### src/rtl/qspi_fetch_buffer_pkg.sv
// Shared definitions for the QSPI instruction prefetch buffer.
package qspi_fetch_buffer_pkg;

  localparam int HALFWORD_BITS = 16;

  // Fetch FSM encoding
  localparam logic [1:0] ST_IDLE   = 2'd0;
  localparam logic [1:0] ST_STOP   = 2'd1;
  localparam logic [1:0] ST_START  = 2'd2;
  localparam logic [1:0] ST_STREAM = 2'd3;

  // Flash words arrive big-endian; the CPU wants little-endian halfwords.
  function automatic logic [HALFWORD_BITS-1:0] bswap16(input logic [HALFWORD_BITS-1:0] w);
    return {w[7:0], w[15:8]};
  endfunction

endpackage

### src/rtl/qspi_fetch_buffer_fifo.sv
// Synchronous halfword FIFO with flush; count is registered so the
// head becomes visible one cycle after the push edge.
module prefetch_fifo
  import qspi_fetch_buffer_pkg::*;
#(
  parameter int DEPTH = 4,
  parameter int W     = HALFWORD_BITS,
  parameter int CW    = $clog2(DEPTH + 1)
) (
  input  logic          clk,
  input  logic          rstn,
  input  logic          flush_i,
  input  logic          push_i,
  input  logic [W-1:0]  wdata_i,
  input  logic          pop_i,
  output logic [W-1:0]  rdata_o,
  output logic [CW-1:0] count_o
);

  localparam int PW = (DEPTH > 1) ? $clog2(DEPTH) : 1;

  logic [W-1:0]  mem_q [DEPTH];
  logic [PW-1:0] wptr_q, rptr_q;
  logic [CW-1:0] count_q;
  logic          do_pop;

  assign do_pop  = pop_i && (count_q != '0);
  assign rdata_o = mem_q[rptr_q];
  assign count_o = count_q;

  // Storage array; contents are don't-care until counted valid
  always_ff @(posedge clk)
    if (push_i && !flush_i) mem_q[wptr_q] <= wdata_i;

  // Pointers and occupancy; pointers wrap modulo DEPTH (not necessarily a power of two)
  always_ff @(posedge clk)
    if (!rstn || flush_i) begin
      wptr_q  <= '0;
      rptr_q  <= '0;
      count_q <= '0;
    end else begin
      if (push_i) wptr_q <= (wptr_q == PW'(DEPTH - 1)) ? '0 : wptr_q + 1'b1;
      if (do_pop) rptr_q <= (rptr_q == PW'(DEPTH - 1)) ? '0 : rptr_q + 1'b1;
      if (push_i && !do_pop)      count_q <= count_q + 1'b1;
      else if (!push_i && do_pop) count_q <= count_q - 1'b1;
    end

endmodule

### src/rtl/qspi_fetch_buffer.sv
// Instruction prefetch buffer: restarts the flash read on a redirect,
// streams halfwords into a small FIFO and throttles the controller.
module qspi_fetch_buffer
  import qspi_fetch_buffer_pkg::*;
#(
  parameter int DEPTH     = 4,
  parameter int ADDR_BITS = 24
) (
  input  logic                     clk,
  input  logic                     rstn,
  input  logic                     fetch_restart,
  input  logic [ADDR_BITS-1:0]     fetch_addr,
  output logic [HALFWORD_BITS-1:0] instr_data,
  output logic [ADDR_BITS-1:0]     instr_addr,
  output logic                     instr_valid,
  input  logic                     instr_pop,
  output logic [ADDR_BITS-1:0]     flash_addr,
  output logic                     flash_start_read,
  output logic                     flash_stall_read,
  output logic                     flash_stop_read,
  input  logic [HALFWORD_BITS-1:0] flash_data,
  input  logic                     flash_data_ready,
  input  logic                     flash_busy
);

  localparam int CW = $clog2(DEPTH + 1);

  logic [1:0]           state_q, state_d;
  logic                 stop_q, start_q, taken_q;
  logic [ADDR_BITS-1:0] flash_addr_q, head_addr_q, fetch_ptr_q;
  logic [ADDR_BITS-1:0] restart_addr;
  logic [CW-1:0]        fifo_count;
  logic                 push, pop;

  assign restart_addr = fetch_addr & ~ADDR_BITS'(1);

  // A restart in the same cycle discards both push and pop.
  assign push = (state_q == ST_STREAM) && flash_data_ready && !taken_q && !fetch_restart;
  assign pop  = instr_pop && instr_valid && !fetch_restart;

  assign instr_valid      = (fifo_count != '0);
  assign instr_addr       = head_addr_q;
  assign flash_addr       = flash_addr_q;
  assign flash_start_read = start_q;
  assign flash_stop_read  = stop_q;
  // One word may still be in flight when stall rises, hence DEPTH-1.
  assign flash_stall_read = (state_q == ST_STREAM) && (fifo_count >= CW'(DEPTH - 1));

  prefetch_fifo #(.DEPTH(DEPTH), .W(HALFWORD_BITS), .CW(CW)) u_fifo (
    .clk     (clk),
    .rstn    (rstn),
    .flush_i (fetch_restart),
    .push_i  (push),
    .wdata_i (bswap16(flash_data)),
    .pop_i   (pop),
    .rdata_o (instr_data),
    .count_o (fifo_count)
  );

  // Next-state: any restart aborts to STOP, then START, then STREAM
  always_comb begin
    state_d = state_q;
    if (fetch_restart) state_d = ST_STOP;
    else begin
      case (state_q)
        ST_STOP:  state_d = ST_START;
        ST_START: state_d = ST_STREAM;
        default:  state_d = state_q;
      endcase
    end
  end

  // FSM, controller pulses, address tracking and held-word guard
  always_ff @(posedge clk)
    if (!rstn) begin
      state_q      <= ST_IDLE;
      stop_q       <= 1'b0;
      start_q      <= 1'b0;
      taken_q      <= 1'b0;
      flash_addr_q <= '0;
      head_addr_q  <= '0;
      fetch_ptr_q  <= '0;
    end else begin
      state_q <= state_d;
      stop_q  <= fetch_restart;
      start_q <= (state_q == ST_STOP) && !fetch_restart;
      if ((state_q == ST_STOP) && !fetch_restart) flash_addr_q <= fetch_ptr_q;
      if (fetch_restart) begin
        head_addr_q <= restart_addr;
        fetch_ptr_q <= restart_addr;
      end else if (pop) begin
        head_addr_q <= head_addr_q + ADDR_BITS'(2);
      end
      // A stalled controller holds ready high on the same word; push it once.
      if (push)                   taken_q <= 1'b1;
      else if (!flash_data_ready) taken_q <= 1'b0;
    end

  // Flow-control sanity: never push into a full FIFO, only accept words from a busy controller
  always_ff @(posedge clk)
    if (rstn && push) begin
      assert (fifo_count != CW'(DEPTH));
      assert (flash_busy);
    end

endmodule
### config.mk
export PLATFORM = sky130hd
export DESIGN_NAME = qspi_fetch_buffer
export DESIGN_NICKNAME = d
export VERILOG_FILES = /design/src/rtl/qspi_fetch_buffer_pkg.sv /design/src/rtl/qspi_fetch_buffer_fifo.sv /design/src/rtl/qspi_fetch_buffer.sv
export SDC_FILE = /design/constraint.sdc
export NUM_CORES = 1
export LEC_CHECK = 0
export ABC_AREA = 1
export CORE_AREA = 2 2 158 83
export CTS_BUF_LIST = sky130_fd_sc_hd__clkbuf_16
export CTS_CLUSTER_SIZE = 8
export DETAILED_ROUTE_END_ITERATION = 10
export DIE_AREA = 0 0 160 85
export PLACE_DENSITY = 0.78
export SETUP_SLACK_MARGIN = 0.5
export SYNTH_ARGS = -nofsm -noshare
export SYNTH_HDL_FRONTEND = slang
export SYNTH_HIERARCHICAL = 1
export SYNTH_SLANG_ARGS = --single-unit
### constraint.sdc
create_clock -name clk -period 3.7 [get_ports clk]
set_input_delay 1.11 -clock clk [delete_from_list [all_inputs] [get_ports clk]]
set_output_delay 1.11 -clock clk [all_outputs]
set_load 0.03 [all_outputs]
==> results by group <==
Finish
  • Area occupied by multi-input gates: 0.00217 sq mm
  • Commonest non-fill, non-tap cells in the layout: nand2_1, clkdlybuf4s50_1, dfxtp_1
  • Final #Nets: 841
  • Core Util, Final: 65.7%
  • Share of post-route cells with drive strength above 1: 10.2%
  • Diodes inserted: 0
  • Fillers: 983
  • Non-filler instance count after layout: 967
  • Reg area: 0.00359 sq mm
  • Most common cell after layout, fill and taps aside: nand2_1
  • Post-route cell area: 0.00805 sq mm
  • Area growth from synthesis to layout: 29.6%

Route
  • Wirelength per Cell: 17.6 um
  • Via-per-instance ratio: 5.41
  • Pre-antenna DRT Iters: 5
  • Total number of vias: 5231
  • DRT iter0 DRCs: 606
  • Routed WL: 17100 um
  • Post-route ant nets: 0
  • Remaining DRCs: 0

Power
  • Comb power frac: 7.9%
  • Worst vdd ir: 0.000351 V
  • Total chip power: 3.78 mW
  • Clock power share: 45.4%
  • Sw frac: 25.6%
  • Switching power: 0.966 mW
  • Int Pwr: 2.81 mW
  • Part of the power in registers: 46.7%
  • Leakage: 3.06 nW
  • PwrDens: 469 mW/mm^2

Floorplan
  • Die Y: 85 um
  • Row cnt: 29
  • IO Pins: 114
  • Die area: 0.0136 sq mm
  • Die W: 160 um
  • Starting Density: 50.7%
  • Core area: 0.0123 sq mm

Synthesis
  • Adder-cell share of the synthesized area: 2.34%
  • Number of synthesized register bits: 147
  • Post-synthesis mux area share: 0%
  • Ys Warns: 6
  • Post-synthesis xor/xnor area fraction: 0.423%
  • Synthesized instance count: 672
  • Sequential area share after synthesis: 57.7%
  • Synth Area in Compound Gates: 13.5%
  • Largest family of logic cells by synthesized area: simple AND/OR/NAND/NOR gates
  • Mean Syn Cell Area: 9.24 sq um
  • Area of the mapped netlist: 0.00621 sq mm
  • Post-synth cell types: 36
  • Synth Area in Simple Gates: 18.5%

Clock network
  • CTS Buf Count: 17
  • H-Tree Depth: 4
  • CTS Root Cell: clkbuf_16
  • Reg clk slew, reported paths: 0.06 ns
  • CTS Buffer Depth: 2
  • CTS tree: built
  • Post-CTS Setup Repair Bufs: 0
  • CTS Hold Bufs: 0
  • Worst skew pair latency: 0.41 ns
  • Clk sinks: 147

Global routing
  • First-pass GRT wire length: 26700 um
  • GRT Total Usage: 25.6%
  • Initial antenna violation count: 0
  • Pin count of the biggest net entering global routing: 33
  • Congestion Overflow GR: 0
  • Vias in the first global route: 5053

STA
  • Clk_skew: 0.0127 ns
  • Hold Slack: 0.468 ns
  • Final min period: 3.07 ns
  • Setup ws final: 0.629 ns
  • Period utilization: 83.0%
  • Endpoints failing setup: 0
  • Worst-margin pin slew: 0.584 ns
  • RSZ-0062 raised after global routing: false
  • Final slew viol count: 0
  • Setup TNS: 0 ns
  • Final Hold Viols: 0
  • Slew headroom: 61.0%
  • Max Clk Rate: 326 MHz

Worst setup path
  • Startpoint types: flop
  • CP Class: flop to output port
  • CP max FO: 32
  • Critical-path cell list: inv_6 > o21ai_0 > o22ai_1 > clkdlybuf4s50_1
  • Crit-path max cell delay: 0.69 ns
  • Slowest CP cell: clkdlybuf4s50_1
  • Worst EP arrival: 1.96 ns
  • Crit end category: output port
  • Crit path required time: 2.59 ns

Run
  • Max-cap violation count: 0

Placed design
  • Placed cells: 935
  • Setup WS pre-CTS: 0.560 ns
  • GPL Wtd Cong: 0.858
  • Placed Area: 0.00745 sq mm
  • Dpl hpwl: 12200 um
  • IO Port Bufs: 109

Outcome
  • Status: complete, no violations

Hold path
  • HP Class: flop to flop
==> final cells by class <==
class | count | area share, %
clock inverters | 15 | 2.10
repair buffers | 119 | 14.4
flip-flops and latches | 147 | 44.6
well taps | 170 | 2.64
multi-input cells | 415 | 26.9
inverters | 84 | 4.01
clock buffers | 17 | 5.28
==> final timing paths <==
check	from	end	slack [ns]	cells past startpoint
min reg2reg	fetch_ptr_q[23]	fetch_ptr_q[23]	0.47	2
max	flop	instr_data[11]	0.63	4
max reg2reg	u_fifo/count_o[1]	u_fifo/count_o[2]	1.60	13
min	fetch_ptr_q[23]	fetch_ptr_q[23]	0.47	2
==> critical path: cells and delay by family, from the launching register on <==
family / cells / cell delay [ns]
AO/OA/AOI/OAI: 2 / 0.24
buffers and inverters: 2 / 0.91
flip-flops: 1 / 0.41
==> cells in the mapped netlist (all sizes together) <==
cell type    n  area, sq um
a31oi        6         37.5
fa           1         20.0
nand3       44          230
ha          10          125
o21bai       2         15.0
edfxtp      64         1920
dfxtp       83         1660
nor2        87          415
nand3b       2         15.0
and2         1         6.26
o21ai       82          410
a21oi       27          150
nand4        5         31.3
xor2         3         26.3
o22ai       34          219
o211ai       1         7.51
clkbuf       5         18.8
inv         83          312
nand2      106          443
clkinv       1         3.75
nor3         2         10.0
buf         22          129
conb         1         3.75
==> power groups by stage <==
stage | registers, mW | clock network, mW | logic, mW
6_report | 1.77 | 1.71 | 0.299
5_1_grt | 1.77 | 1.81 | 0.319
4_1_cts | 1.77 | 1.73 | 0.295
2_1_floorplan | 1.84 | 0 | 0.111
3_5_place_dp | 1.80 | 0 | 0.292
3_3_place_gp | 1.80 | 0 | 0.284
==> state kept, by name, indices dropped and copies added (netlist names), named ones only <==
register / count
taken_q: 1
u_fifo/mem_q: 64
flash_start_read: 1
u_fifo/rptr_q: 2
u_fifo/count_o: 3
flash_stop_read: 1
flash_addr: 23
fetch_ptr_q: 23
u_fifo/wptr_q: 2
instr_addr: 23
state_q: 2
==> timing repair <==
item                                    CTS  global route
gates resized for setup                  14             9
endpoints found under the setup margin   16             7
pin swaps                                 0             0
==> kinds of logic (layout without fill, tap and decap cells) <==
kind of cell    count (synthesis)  after routing
buf+inv                       111            235
simple gates                  247            247
fa+ha+maj                      11             11
xor+xnor                        3              3
compound gates                152            152
flops                         147            147
other cells                     1              2
==> layer usage <==
metal / GRT usage, % / share of wire [%] / up-vias
li1: - / - / 2482
met1: 37.0 / 47 / 2517
met2: 38.6 / 44 / 215
met3: 6.45 / 8.7 / 17
met4: 6.96 / 0.98 / 0
met5: 0 / 0 / -
(Power assumes the default switching activity.)
